<file path="config.mk">
export PLATFORM = sky130hd
export DESIGN_NAME = head_table_lookup
export DESIGN_NICKNAME = d
export VERILOG_FILES = /design/src/rtl/head_table_lookup.sv
export SDC_FILE = /design/constraint.sdc
export NUM_CORES = 2
export LEC_CHECK = 0
export ABC_CLOCK_PERIOD_IN_PS = 17100
export CORE_UTILIZATION = 55
export CTS_BUF_LIST = sky130_fd_sc_hd__clkbuf_4
export CTS_CLUSTER_DIAMETER = 60
export DETAILED_ROUTE_END_ITERATION = 8
export HOLD_SLACK_MARGIN = 0.08
export PLACE_DENSITY = 0.71
export SYNTH_ARGS = -nofsm -noshare
export SYNTH_HDL_FRONTEND = slang
export SYNTH_SLANG_ARGS = --single-unit
</file>
<file path="constraint.sdc">
create_clock -name clk_i -period 17.1 [get_ports clk_i]
set_input_delay 4.275 -clock clk_i [delete_from_list [all_inputs] [get_ports clk_i]]
set_output_delay 4.275 -clock clk_i [all_outputs]
set_load 0.03 [all_outputs]
</file>
<file path="src/rtl/head_table_lookup.sv">
// Front stage of the search pipeline: hashes a command key to a bucket, reads the bucket's head
// pointer from the internal head table and emits a task {cmd, bucket, head_ptr, head_ptr_val}.
module head_table_lookup #(
  parameter int unsigned KEY_WIDTH    = 32,
  parameter int unsigned VALUE_WIDTH  = 32,
  parameter int unsigned OP_WIDTH     = 2,
  parameter int unsigned BUCKET_WIDTH = 8,
  parameter int unsigned A_WIDTH      = 10,
  // cmd_i  = {opcode, value, key}                      (key in the LSBs)
  // task_o = {cmd, bucket, head_ptr, head_ptr_val}     (head_ptr_val in bit 0)
  localparam int unsigned CMD_WIDTH  = OP_WIDTH + VALUE_WIDTH + KEY_WIDTH,
  localparam int unsigned TASK_WIDTH = CMD_WIDTH + BUCKET_WIDTH + A_WIDTH + 1
) (
  input  logic                    clk_i,
  input  logic                    rst_i,
  input  logic [CMD_WIDTH-1:0]    cmd_i,
  input  logic                    cmd_valid_i,
  output logic                    cmd_ready_o,
  input  logic                    head_wr_en_i,
  input  logic [BUCKET_WIDTH-1:0] head_wr_bucket_i,
  input  logic [A_WIDTH-1:0]      head_wr_ptr_i,
  input  logic                    head_wr_ptr_val_i,
  output logic [TASK_WIDTH-1:0]   task_o,
  output logic                    task_valid_o,
  input  logic                    task_ready_i,
  output logic                    init_done_o
);

  localparam int unsigned DEPTH      = 2 ** BUCKET_WIDTH;
  localparam int unsigned NUM_CHUNKS = (KEY_WIDTH + BUCKET_WIDTH - 1) / BUCKET_WIDTH;
  localparam int unsigned HEAD_WIDTH = A_WIDTH + 1;

  localparam logic [0:0] INIT_S = 1'b0;
  localparam logic [0:0] RUN_S  = 1'b1;

  logic [0:0]              state_q, state_d;
  logic [BUCKET_WIDTH-1:0] init_cnt_q, init_cnt_d;

  logic [HEAD_WIDTH-1:0]   mem_q [DEPTH];
  logic [HEAD_WIDTH-1:0]   rd_data_q;

  logic                    s1_valid_q, s1_valid_d;
  logic [CMD_WIDTH-1:0]    s1_cmd_q, s1_cmd_d;
  logic [BUCKET_WIDTH-1:0] s1_bucket_q, s1_bucket_d;
  logic                    s1_fresh_q, s1_fresh_d;
  logic [HEAD_WIDTH-1:0]   s1_head_q, s1_head_d;

  logic                    s2_valid_q, s2_valid_d;
  logic [TASK_WIDTH-1:0]   task_q, task_d;

  logic [NUM_CHUNKS*BUCKET_WIDTH-1:0] key_pad;
  logic [BUCKET_WIDTH-1:0] hash;
  logic                    run, wr_run, wr_hit_new, wr_hit_s1;
  logic                    s2_load, accept;
  logic [HEAD_WIDTH-1:0]   wr_data, s1_head, s1_fwd;
  logic                    ram_we;
  logic [BUCKET_WIDTH-1:0] ram_waddr;
  logic [HEAD_WIDTH-1:0]   ram_wdata;

  always_comb begin
    key_pad = '0;
    key_pad[KEY_WIDTH-1:0] = cmd_i[KEY_WIDTH-1:0];
    hash = '0;
    for (int i = 0; i < NUM_CHUNKS; i++) begin
      hash = hash ^ key_pad[i*BUCKET_WIDTH +: BUCKET_WIDTH];
    end
  end

  assign run     = (state_q == RUN_S);
  assign wr_run  = run && head_wr_en_i;
  assign wr_data = {head_wr_ptr_i, head_wr_ptr_val_i};

  assign ram_we    = !run || wr_run;
  assign ram_waddr = run ? head_wr_bucket_i : init_cnt_q;
  assign ram_wdata = run ? wr_data : '0;

  // Read-during-write to the same bucket returns old data; forwarding below covers it.
  always_ff @(posedge clk_i) begin
    if (ram_we) begin
      mem_q[ram_waddr] <= ram_wdata;
    end
    rd_data_q <= mem_q[hash];
  end

  always_comb begin
    state_d    = state_q;
    init_cnt_d = init_cnt_q;
    if (state_q == INIT_S) begin
      init_cnt_d = init_cnt_q + 1'b1;
      if (&init_cnt_q) begin
        state_d = RUN_S;
      end
    end
  end

  assign s2_load     = !s2_valid_q || task_ready_i;
  assign cmd_ready_o = run && (!s1_valid_q || s2_load);
  assign accept      = cmd_valid_i && cmd_ready_o;
  assign wr_hit_new  = wr_run && (head_wr_bucket_i == hash);
  assign wr_hit_s1   = wr_run && (head_wr_bucket_i == s1_bucket_q);
  assign s1_head     = s1_fresh_q ? rd_data_q : s1_head_q;
  assign s1_fwd      = wr_hit_s1 ? wr_data : s1_head;

  always_comb begin
    s1_valid_d  = s1_valid_q;
    s1_cmd_d    = s1_cmd_q;
    s1_bucket_d = s1_bucket_q;
    s1_fresh_d  = s1_fresh_q;
    s1_head_d   = s1_head_q;
    s2_valid_d  = s2_valid_q;
    task_d      = task_q;

    if (accept) begin
      s1_valid_d  = 1'b1;
      s1_cmd_d    = cmd_i;
      s1_bucket_d = hash;
      // A same-cycle write supersedes the stale RAM read.
      s1_fresh_d  = !wr_hit_new;
      s1_head_d   = wr_data;
    end else if (s1_valid_q && s2_load) begin
      s1_valid_d = 1'b0;
      s1_fresh_d = 1'b0;
    end else if (s1_valid_q) begin
      s1_head_d  = s1_fwd;
      s1_fresh_d = 1'b0;
    end

    if (s2_load) begin
      s2_valid_d = s1_valid_q;
      if (s1_valid_q) begin
        task_d = {s1_cmd_q, s1_bucket_q, s1_fwd};
      end
    end
  end

  always_ff @(posedge clk_i or posedge rst_i) begin
    if (rst_i) begin
      state_q     <= INIT_S;
      init_cnt_q  <= '0;
      s1_valid_q  <= 1'b0;
      s1_cmd_q    <= '0;
      s1_bucket_q <= '0;
      s1_fresh_q  <= 1'b0;
      s1_head_q   <= '0;
      s2_valid_q  <= 1'b0;
      task_q      <= '0;
    end else begin
      state_q     <= state_d;
      init_cnt_q  <= init_cnt_d;
      s1_valid_q  <= s1_valid_d;
      s1_cmd_q    <= s1_cmd_d;
      s1_bucket_q <= s1_bucket_d;
      s1_fresh_q  <= s1_fresh_d;
      s1_head_q   <= s1_head_d;
      s2_valid_q  <= s2_valid_d;
      task_q      <= task_d;
    end
  end

  assign task_o       = task_q;
  assign task_valid_o = s2_valid_q;
  assign init_done_o  = run;

endmodule

</file>
==> flow_summary.yaml <==
power:
  p_leak_nw: 35.3
  peakVddDrop_mv: 0.0843
  p_comb_share_pct: 10.4
  clkPwrFrac_pct: 37.6
  power.share.switching_pct: 24.9
  p_int_w: 0.0115
  p_sw_w: 0.00382
  powerDensity_nw_per_um2: 118
  p_seq_share_pct: 52.1
cells_and_area:
  finalCoreUtilization_pct: 62.3
  area_growth_syn_to_layout_pct: 12.3
  nFillCells: 14363
  finalNetCount: 6186
  layout-drive-gt1-share_pct: 31.7
logic_synthesis:
  synth_commonest_cells: "edfxtp_1, mux4_2, nand2_1, nor2_1, clkbuf_1"
  synth_fp_nets: 5478
  ys_types: 37
  synth_ff_type: "edfxtp_1"
  synthCells: 5387
  yosys_register_bits: 3009
  synth_top_area_share_pct: 73.4
  synthTopCellsByArea: "edfxtp_1, mux4_2, dfrtp_1"
  seq_area_frac_synth_pct: 77.5
  synth-edff-count: 2816
  async_reset_ff_share_pct: 6.05
  synth.most_common_cell: "edfxtp_1"
  syn-cell-area_um2: 115000
  avgSynthCellArea_um2: 21.4
  ys_warn_count: 0
  yosysTopAreaCell: "edfxtp_1"
cts:
  postCtsHoldBufs: 0
  cts_buffer_depth: 4
  clk_pin_slew_ns: 0.07
  clk_latency_ns: 1.48
  cts-root-buf: "clkbuf_4"
  cts_sinks: 3009
  postCtsSetupBuffers: 0
  cts_tree: "yes"
  ctsHtreeMaxLevel: 6
  cts_buffers: 739
  cts_resized: 0
global_route:
  grt_pass1_wl_um: 401000
  grt_antenna_before_repair: 9
  grt_pass1_vias: 59566
  grt_usage_pct: 26.3
  grt_max_degree: 197
  globalRouteOverflowTotal: 0
sta:
  fin_skew_ns: 0.155
  rsz0062_at_grt: "false"
  max_freq_mhz: 96.0
  slew_viol_final: 0
  fin_crit_sh_pct: 60.9
  period_minus_slack_ns: 10.41
  setup_viol_count_final: 0
  final.setup.tns_ns: 0
  relSlewSlack_pct: 13.4
  hold_viol_final: 0
  worst_pin_slew_ns: 1.29
  timing.hold.ws_ns: 0.448
floorplan:
  io_pins: 178
  die-area_um2: 211000
  coreArea_um2: 208000
  initial_core_util_pct: 55.5
  die_h_um: 460
  rows: 167
  die_width_um: 460
outcome:
  status: "completed"
critical_path:
  cp_slowest_cell: "clkdlybuf4s50_1"
  max_stage_delay_ns: 0.59
  cp_max_fo: 14
  timing.critical_path.buf_inv: 2
  required_ns: 12.82
  crit_path_end_kind: "output port"
  worst_setup_path_start_kind: "input port"
  crit_chain: "clkdlybuf4s50_1 > nand3b_1 > and2_1 > clkdlybuf4s50_1"
  cp_top_family: "buffers and inverters"
  crit_type: "input port to output port"
  arrival_ns: 6.14
  crit_top_cell: "clkdlybuf4s50_1"
placement:
  place.gp.congestion: 0.805
  dp_hpwl_um: 151000
  port_buffers: 177
worst_hold_path:
  hold_class: "flop to flop"
route:
  drc_errors: 0
  route.vias.total: 58756
  dr.pass1.iters: 6
  vias_per_cell: 6.24
  drt_iter0_markers: 6896
  wire_per_inst_um: 29.3
  wirelength_um: 276000
  ant_nets: 0
job:
  drv_cap: 0
==> state kept, by name, indices dropped and copies added, names as in the netlist <==
name,count
init_done_o,1
mem_q,2816
init_cnt_q,8
s1_head_q,11
s1_fresh_q,1
task_o,85
s1_cmd_q,66
s1_bucket_q,8
rd_data_q,11
s1_valid_q,1
task_valid_o,1
==> through the flow <==
step,total power (W),worst slack [ns],std cells,cell area (um^2)
global placement,0.00973,6.68,8142,120000
floorplan,0.00913,7.88,5387,115000
CTS,0.0154,6.68,9401,129000
finish,0.0153,6.69,9412,129000
detailed placement,0.00972,6.67,8142,120000
global route,0.0159,6.58,9412,129000
==> cells by family after synthesis <==
kind of cell | after synthesis | synth area share (%)
flip-flops | 3009 | 77.5
multiplexers | 878 | 15.4
adder cells (fa/ha/maj) | 1 | 0.0109
buffers and inverters | 338 | 1.19
AO/OA/AOI/OAI | 528 | 3.52
AND/OR/NAND/NOR | 585 | 1.98
XOR/XNOR | 48 | 0.365
==> final cells by class <==
type | instances | area, um^2 | share of cell area (%)
Antenna cell | 11 | 27.5 | 0.0213
Clock buffer | 1070 | 8030 | 6.21
Inverter | 11 | 46.3 | 0.0358
Multi-Input combinational cell | 2040 | 24700 | 19.1
Tap cell | 2788 | 3490 | 2.70
Timing Repair Buffer | 294 | 2790 | 2.16
Clock inverter | 189 | 960 | 0.742
Sequential cell | 3009 | 89300 | 69.1
==> worst reg2reg max path, stage by stage (launching register included) <==
cell     delay (ns)
dfrtp_1        0.39
buf_4          0.46
and2_4         0.94
buf_4          0.94
buf_4          1.02
==> power groups by stage <==
stage                     clock [W]  combinational, W  sequential [W]
after floorplan                   0           0.00102         0.00810
after global placement            0           0.00159         0.00813
after detailed placement          0           0.00159         0.00813
after CTS                   0.00586           0.00160         0.00797
after global routing        0.00623           0.00165         0.00797
final                       0.00576           0.00159         0.00798
==> cell usage in the layout (no fill, tap or decap), drive strengths merged, types with 2 or more instances in the layout <==
cell	count
nor2b	2
mux4	704
dfxtp	11
a22o	132
mux2i	55
nand2	279
nor3	2
clkbuf	1070
xor2	14
diode	11
a32o	2
nand4	2
nand3b	2
dfrtp	182
clkinv	160
bufinv	8
inv	29
a221oi	88
mux2	119
o32ai	10
nor4	3
o21ai	37
clkdlybuf4s50	177
nor2	268
o221ai	11
xnor2	34
a21oi	92
nand2b	6
nand3	5
buf	117
and2	14
edfxtp	2816
clkinvlp	3
a221o	44
a22oi	110
==> worst paths after layout <==
check | from | end | slack [ns] | depth (start not counted)
worst max-delay path | task_ready_i | cmd_ready_o | 6.69 | 4
worst min-delay path | s1_cmd_q[62]$_DFFE_PP0P_ | task_o[81]$_DFFE_PP0P_ | 0.45 | 1
worst max register to register | init_done_o$_DFF_PP0_ | mem_q[45][4]$_DFFE_PP_ | 12.89 | 4
worst min register to register | s1_cmd_q[62]$_DFFE_PP0P_ | task_o[81]$_DFFE_PP0P_ | 0.45 | 1
max in group asynchronous | rst_i | s1_cmd_q[64]$_DFFE_PP0P_ | 12.01 | 3
min in group asynchronous | rst_i | task_o[59]$_DFFE_PP0P_ | 3.45 | 2
==> metal layers <==
layer	vias up	track usage (%)	wire [um]
li1	24389	-	-
met1	30582	37.0	106000
met2	3315	40.0	130000
met3	468	7.19	31400
met4	2	9.00	7900
met5	-	0	8
No activity file was read; power rests on OpenSTA's default activity.
